===== src/rtl/mem_port_arbiter.sv =====
`default_nettype none
// ============================================================================
//  Module   : mem_port_arbiter
//  Purpose  : Shares the single main-memory port between the instruction
//             fetch unit (IFU) and the load/store unit (LSU). The LSU has
//             fixed priority, and a starvation counter lets a pending IFU
//             request win after STARVE_LIMIT consecutive lost arbitrations.
//             One transaction is in flight at a time:
//             IDLE -> BUSY_IFU/BUSY_LSU -> DONE -> IDLE.
//  Optional : `define MEM_PORT_ARBITER_TIMEOUT_EN enables a busy-cycle
//             watchdog that aborts a transaction after TIMEOUT_CYCLES cycles
//             without mem_valid_in. When it is undefined, mem_timeout_out is
//             tied 0.
//  Ports    :
//    clock_in, reset_in          rising-edge clock, sync active-high reset
//    ifu_req_in/ifu_addr_in      IFU read request and address
//    ifu_grant_out               IFU transaction in flight
//    ifu_valid_out/ifu_data_out  one-cycle completion pulse, held fetch data
//    lsu_req_in/lsu_we_in        LSU request, 1 = write
//    lsu_addr_in/lsu_wdata_in    LSU address and write data
//    lsu_grant_out               LSU transaction in flight
//    lsu_valid_out/lsu_data_out  one-cycle completion pulse, held load data
//    mem_addr_out/mem_wdata_out  latched transaction address and write data
//    mem_read_out/mem_write_out  level command, held until completion
//    mem_rdata_in/mem_valid_in   memory read data and completion strobe
//    mem_timeout_out             one-cycle abort pulse
//  Revision : 1.0 - initial release
// ============================================================================
module mem_port_arbiter #(
   parameter int ADDR_W         = 32,
   parameter int DATA_W         = 32,
   parameter int STARVE_LIMIT   = 4,
   parameter int TIMEOUT_CYCLES = 64
) (
   input  logic              clock_in,
   input  logic              reset_in,
   input  logic              ifu_req_in,
   input  logic [ADDR_W-1:0] ifu_addr_in,
   output logic              ifu_grant_out,
   output logic              ifu_valid_out,
   output logic [DATA_W-1:0] ifu_data_out,
   input  logic              lsu_req_in,
   input  logic              lsu_we_in,
   input  logic [ADDR_W-1:0] lsu_addr_in,
   input  logic [DATA_W-1:0] lsu_wdata_in,
   output logic              lsu_grant_out,
   output logic              lsu_valid_out,
   output logic [DATA_W-1:0] lsu_data_out,
   output logic [ADDR_W-1:0] mem_addr_out,
   output logic [DATA_W-1:0] mem_wdata_out,
   output logic              mem_read_out,
   output logic              mem_write_out,
   input  logic [DATA_W-1:0] mem_rdata_in,
   input  logic              mem_valid_in,
   output logic              mem_timeout_out
);

   localparam int               CNT_W        = $clog2(STARVE_LIMIT + 1);
   localparam logic [CNT_W-1:0] C_STARVE_MAX = CNT_W'(STARVE_LIMIT);

   typedef enum logic [1:0] {
      ST_IDLE     = 2'd0,
      ST_BUSY_IFU = 2'd1,
      ST_BUSY_LSU = 2'd2,
      ST_DONE     = 2'd3
   } state_t;

   state_t            r_state;
   state_t            w_state_nxt;
   logic [ADDR_W-1:0] r_addr;
   logic [DATA_W-1:0] r_wdata;
   logic              r_we;
   logic              r_owner_lsu;   // which requester owns the DONE pulse
   logic [CNT_W-1:0]  r_starve_cnt;
   logic [DATA_W-1:0] r_ifu_data;
   logic [DATA_W-1:0] r_lsu_data;
   logic              w_ifu_starved;
   logic              w_take_lsu;
   logic              w_take_ifu;
   logic              w_complete;
   logic              w_timeout_hit;
   logic              w_to_expired;
   logic              w_busy;

   assign w_busy = (r_state == ST_BUSY_IFU) || (r_state == ST_BUSY_LSU);

   // ------------------------------------------------------------------------
   // Optional busy watchdog
   // ------------------------------------------------------------------------
`ifdef MEM_PORT_ARBITER_TIMEOUT_EN
   localparam int              TO_W      = $clog2(TIMEOUT_CYCLES + 1);
   localparam logic [TO_W-1:0] C_TO_LAST = TO_W'(TIMEOUT_CYCLES - 1);

   logic [TO_W-1:0] r_to_cnt;
   logic            r_timed_out;

   always_ff @(posedge clock_in) begin
      if (reset_in) begin
         r_to_cnt    <= '0;
         r_timed_out <= 1'b0;
      end else begin
         if (w_take_lsu || w_take_ifu) begin
            r_to_cnt <= '0;
         end else if (w_busy && !mem_valid_in) begin
            r_to_cnt <= r_to_cnt + TO_W'(1);
         end
         // Flag lives exactly for the DONE cycle that follows the abort.
         r_timed_out <= w_timeout_hit;
      end
   end

   assign w_to_expired = (r_to_cnt == C_TO_LAST);
`else
   logic w_unused_timeout;
   assign w_unused_timeout = (TIMEOUT_CYCLES > 0);
   assign w_to_expired     = 1'b0;
`endif

   // ------------------------------------------------------------------------
   // State register
   // ------------------------------------------------------------------------
   always_ff @(posedge clock_in) begin
      if (reset_in) begin
         r_state <= ST_IDLE;
      end else begin
         r_state <= w_state_nxt;
      end
   end

   // ------------------------------------------------------------------------
   // Next state and outputs
   // ------------------------------------------------------------------------
   always_comb begin
      w_state_nxt     = r_state;
      w_take_lsu      = 1'b0;
      w_take_ifu      = 1'b0;
      w_complete      = 1'b0;
      w_timeout_hit   = 1'b0;
      w_ifu_starved   = ifu_req_in && (r_starve_cnt >= C_STARVE_MAX);
      ifu_grant_out   = 1'b0;
      lsu_grant_out   = 1'b0;
      ifu_valid_out   = 1'b0;
      lsu_valid_out   = 1'b0;
      mem_read_out    = 1'b0;
      mem_write_out   = 1'b0;
      mem_timeout_out = 1'b0;

      case (r_state)
         ST_IDLE: begin
            if (lsu_req_in && !w_ifu_starved) begin
               w_state_nxt = ST_BUSY_LSU;
               w_take_lsu  = 1'b1;
            end else if (ifu_req_in) begin
               w_state_nxt = ST_BUSY_IFU;
               w_take_ifu  = 1'b1;
            end
         end
         ST_BUSY_IFU, ST_BUSY_LSU: begin
            ifu_grant_out = (r_state == ST_BUSY_IFU);
            lsu_grant_out = (r_state == ST_BUSY_LSU);
            mem_read_out  = (r_state == ST_BUSY_IFU) || !r_we;
            mem_write_out = (r_state == ST_BUSY_LSU) && r_we;
            // A completion on the expiry cycle takes precedence over abort.
            if (mem_valid_in) begin
               w_state_nxt = ST_DONE;
               w_complete  = 1'b1;
            end else if (w_to_expired) begin
               w_state_nxt   = ST_DONE;
               w_timeout_hit = 1'b1;
            end
         end
         ST_DONE: begin
            ifu_valid_out = !r_owner_lsu;
            lsu_valid_out = r_owner_lsu;
`ifdef MEM_PORT_ARBITER_TIMEOUT_EN
            mem_timeout_out = r_timed_out;
`endif
            w_state_nxt = ST_IDLE;
         end
         default: w_state_nxt = ST_IDLE;
      endcase
   end

   // ------------------------------------------------------------------------
   // Grant-time latches, starvation counter and read-data registers
   // ------------------------------------------------------------------------
   always_ff @(posedge clock_in) begin
      if (reset_in) begin
         r_addr       <= '0;
         r_wdata      <= '0;
         r_we         <= 1'b0;
         r_owner_lsu  <= 1'b0;
         r_starve_cnt <= '0;
         r_ifu_data   <= '0;
         r_lsu_data   <= '0;
      end else begin
         if (w_take_lsu) begin
            r_addr      <= lsu_addr_in;
            r_wdata     <= lsu_wdata_in;
            r_we        <= lsu_we_in;
            r_owner_lsu <= 1'b1;
            // The IFU only counts as having lost if it was actually asking.
            if (ifu_req_in && (r_starve_cnt != C_STARVE_MAX)) begin
               r_starve_cnt <= r_starve_cnt + CNT_W'(1);
            end
         end
         if (w_take_ifu) begin
            r_addr       <= ifu_addr_in;
            r_we         <= 1'b0;
            r_owner_lsu  <= 1'b0;
            r_starve_cnt <= '0;
         end
         if (w_complete) begin
            if (!r_owner_lsu) begin
               r_ifu_data <= mem_rdata_in;
            end else if (!r_we) begin
               r_lsu_data <= mem_rdata_in;
            end
         end
         if (w_timeout_hit) begin
            if (r_owner_lsu) begin
               r_lsu_data <= '0;
            end else begin
               r_ifu_data <= '0;
            end
         end
      end
   end

   assign mem_addr_out  = r_addr;
   assign mem_wdata_out = r_wdata;
   assign ifu_data_out  = r_ifu_data;
   assign lsu_data_out  = r_lsu_data;

endmodule
`default_nettype wire


===== config.mk =====
export PLATFORM = sky130hd
export DESIGN_NAME = mem_port_arbiter
export DESIGN_NICKNAME = d
export VERILOG_FILES = /design/src/rtl/mem_port_arbiter.sv
export SDC_FILE = /design/constraint.sdc
export NUM_CORES = 1
export LEC_CHECK = 0
export ABC_AREA = 1
export CORE_UTILIZATION = 44
export CTS_CLUSTER_SIZE = 16
export DETAILED_ROUTE_END_ITERATION = 10
export PLACE_DENSITY = 0.95
export SLEW_MARGIN = 20
export SYNTH_ARGS = -nofsm -noshare
export SYNTH_HDL_FRONTEND = slang
export SYNTH_SLANG_ARGS = --single-unit

===== constraint.sdc =====
create_clock -name clock_in -period 3 [get_ports clock_in]
set_input_delay 0.45 -clock clock_in [delete_from_list [all_inputs] [get_ports clock_in]]
set_output_delay 0.45 -clock clock_in [all_outputs]
set_load 0.1 [all_outputs]

==> metrics.txt <==
status finished clean; Yosys top cell by area dfxtp_1; setup bufs post-CTS 0; clock buffer depth 2; area added between synthesis and finish 54.76%; Seq/Total Area, Yosys 49.68%; Switching Fraction 54.38%; # resized after CTS 0; Yosys Warn Count 0; vias in the first global route 5,535; Crit path max-delay family buffers and inverters; antenna-violating nets left 0; ANT cells 0; first-pass GRT wire length ~27 mm; IO buf count 267; grt peak-use layer met2; Cell Pwr Density 1231 mW/mm^2; CTS Sinks about 140; Hold EP r_starve_cnt[1]; Pre-antenna DRT Iters 4; Slew Viols, Final 0; core area 0.01201 mm^2; Final Hold Vio Count 0; Die Y 113.2 um; CTS tree done; worst vdd ir 833.3 uV; Via Count between 5,000 and 6,000; reg2reg start r_state[1]; DRT Wirelength 17.09 mm; most frequent cells in the layout 296 x nor2_1, 143 x buf_4, 135 x dfxtp_1; # H-tree levels 4; Clk pwr share between 20% and 30%; Achievable Freq 411.1 MHz; cell count after synthesis 765; met3 usage between 10% and 20%; Least-Margin Pin Slew 0.9594 ns; CP Capture Type flop; cts hold-fix bufs 0; Synth Cell Area 0.005440 mm^2; largest net degree at the start of global routing 78; hold path start r_starve_cnt[1]; share of cells above drive strength 1 18.28%; Root Buffer clkbuf_16; endpoints failing setup 0; most frequent CP cell nor2_1; DP HPWL 11.69 mm; reg2reg path depth 7; P_sw 5635 uW; Reg2Reg Setup Slack 0.57 ns; unrepaired setup endpoints after global routing false; Worst Hold Class flop to flop; Yosys cell types 23; Initial Util around 45%; fin crit period approximately 2.4 ns; placed insts 1,138; combinational power share 55.1%; cell internal pwr 4727 uW; Post-Syn Nets ~910; Critical Path Max Stage Delay 0.78 ns; gr ovfl total 0; Tcrit/Tclk final 81.08%; commonest non-fill, non-tap cell in the layout nor2_1; Crit-path slowest cell clkinv_1; met1 Use GR 28.32%; Die Width roughly 110 um; setup TNS 0 ns; CP arrival 2.73 ns; drt wl/cell roughly 15 um; worst r2r dst lsu_data_out[11]; Synth Area per Inst just over 7 um^2; vias per inst 4.974; io pins 269; crit path max fanout 32; initial antenna violation count 0; Lkg Pwr 0.003967 uW; DR iter-0 viols 353; die area about 0.013 mm^2; worst path required time 3.30 ns; Clock Skews roughly 0.0074 ns; Slew headroom 35.64%; Max-Cap Viols 0; # DRC 0; # nets final approximately 1,200; crit path buf inv count 2; GRT Resource Usage Total 26.64%; critical path type flop to flop; num rows 40; #FFs+latches synth ~140; Clock transition at path regs 0.06 ns; grt met2 use 46.67%; synth top area cells dfxtp_1 50%, nor2_1 21%, o21ai_0 8.1%; Clock Latency Late Sink roughly 0.42 ns; worst hold path depth 2; worst-path cell chain inv_1, ha_1, nand2_1, nor3_4, clkinv_1, nor2_1, nor2_1; top-area cell type share of the netlist area around half; Reg power frac 24.0%; Non-Filler Instances 1,170; TritonCTS Buffers 17; Startpoint Class flop; GPL Wtd Cong 0.7819
Yosys cell counts (all sizes together):
cell type,count
nor2,299
dfxtp,135
o21ai,97
nand2,84
inv,49
nand4,33
clkbuf,29
buf,22
ha,7
a21oi,6
conb,1
nand3,1
nor3,1
or2,1
per-layer routing:
| metal | wire [um] | share of wire (%) | up-vias |
|---|---|---|---|
| met3 | 1786 | 10 | 30 |
| met1 | 6554 | 38 | 2639 |
| met2 | 8280 | 48 | 270 |
| li1 | - | - | 2881 |
| met5 | 0 | 0 | - |
| met4 | 467 | 2.7 | 0 |
cell type report:
| type | instances | area, um^2 |
|---|---|---|
| Clock buffer | 17 | 425.4 |
| Clock inverter | 15 | 193.9 |
| Fill cell | 946 | 3592 |
| Inverter | 49 | 183.9 |
| Multi-Input combinational cell | 530 | 2305 |
| Sequential cell | 135 | 2703 |
| Tap cell | 147 | 183.9 |
| Timing Repair Buffer | 277 | 2425 |
per-stage QoR:
step / utilization, % / hold slack, ns / setup slack (ns) / total power [uW] / cell area [um^2]
after global placement: 64.94 / 0.4718 / 0.6777 / 8132 / 7800
after CTS: 70.09 / 0.4859 / 0.7805 / 10420 / 8419
after global routing: 70.09 / 0.5251 / 0.2853 / 10800 / 8419
after detailed placement: 64.94 / 0.4779 / 0.6334 / 8209 / 7800
after floorplan: - / 0.4577 / 0.3858 / 6963 / 5443
final: 70.09 / 0.4858 / 0.5675 / 10360 / 8419
power by group through the flow:
stage | Sequential, uW | Combinational, uW | Clock [uW]
after floorplan | 5420 | 1540 | 0
after global placement | 2490 | 5640 | 0
after detailed placement | 2500 | 5710 | 0
after CTS | 2480 | 5730 | 2200
after global routing | 2530 | 5990 | 2280
final | 2480 | 5710 | 2170
sequential cells by signal, indices dropped and copies added (netlist names):
name	flops
mem_addr_out	32
r_owner_lsu	1
mem_wdata_out	32
r_state	2
lsu_data_out	32
ifu_data_out	32
r_starve_cnt	3
r_we	1
worst max path at each step:
stage | startpoint | endpoint | slack [ns] | depth (start not counted)
after floorplan | r_state[1] | mem_read_out | 0.39 | 4
after global placement | mem_valid_in | lsu_data_out[11] | 0.68 | 6
after detailed placement | lsu_req_in | mem_addr_out[0] | 0.63 | 8
after CTS | r_state[1] | mem_write_out | 0.78 | 5
after global routing | r_state[0] | lsu_data_out[5] | 0.29 | 7
final | r_state[1] | lsu_data_out[11] | 0.57 | 7
cell families (layout without fill, tap and decap cells):
group	Yosys count	after routing	synth area share [%]
and+or+nand+nor	419	419	30.93
DFF	135	135	49.68
adders and majority gates	7	7	1.610
other	1	1	0.06893
buffers and inverters	100	358	8.165
AOI/OAI and AO/OA	103	103	9.544
worst reg2reg max path: cells and delay by family (launching register included):
kind | cells | cell delay (ns)
adder cells (fa/ha/maj) | 1 | 0.32
buffers and inverters | 2 | 0.88
flip-flops | 1 | 0.39
AND/OR/NAND/NOR | 4 | 0.74
Note: power is estimated with default switching activity, not from simulation.
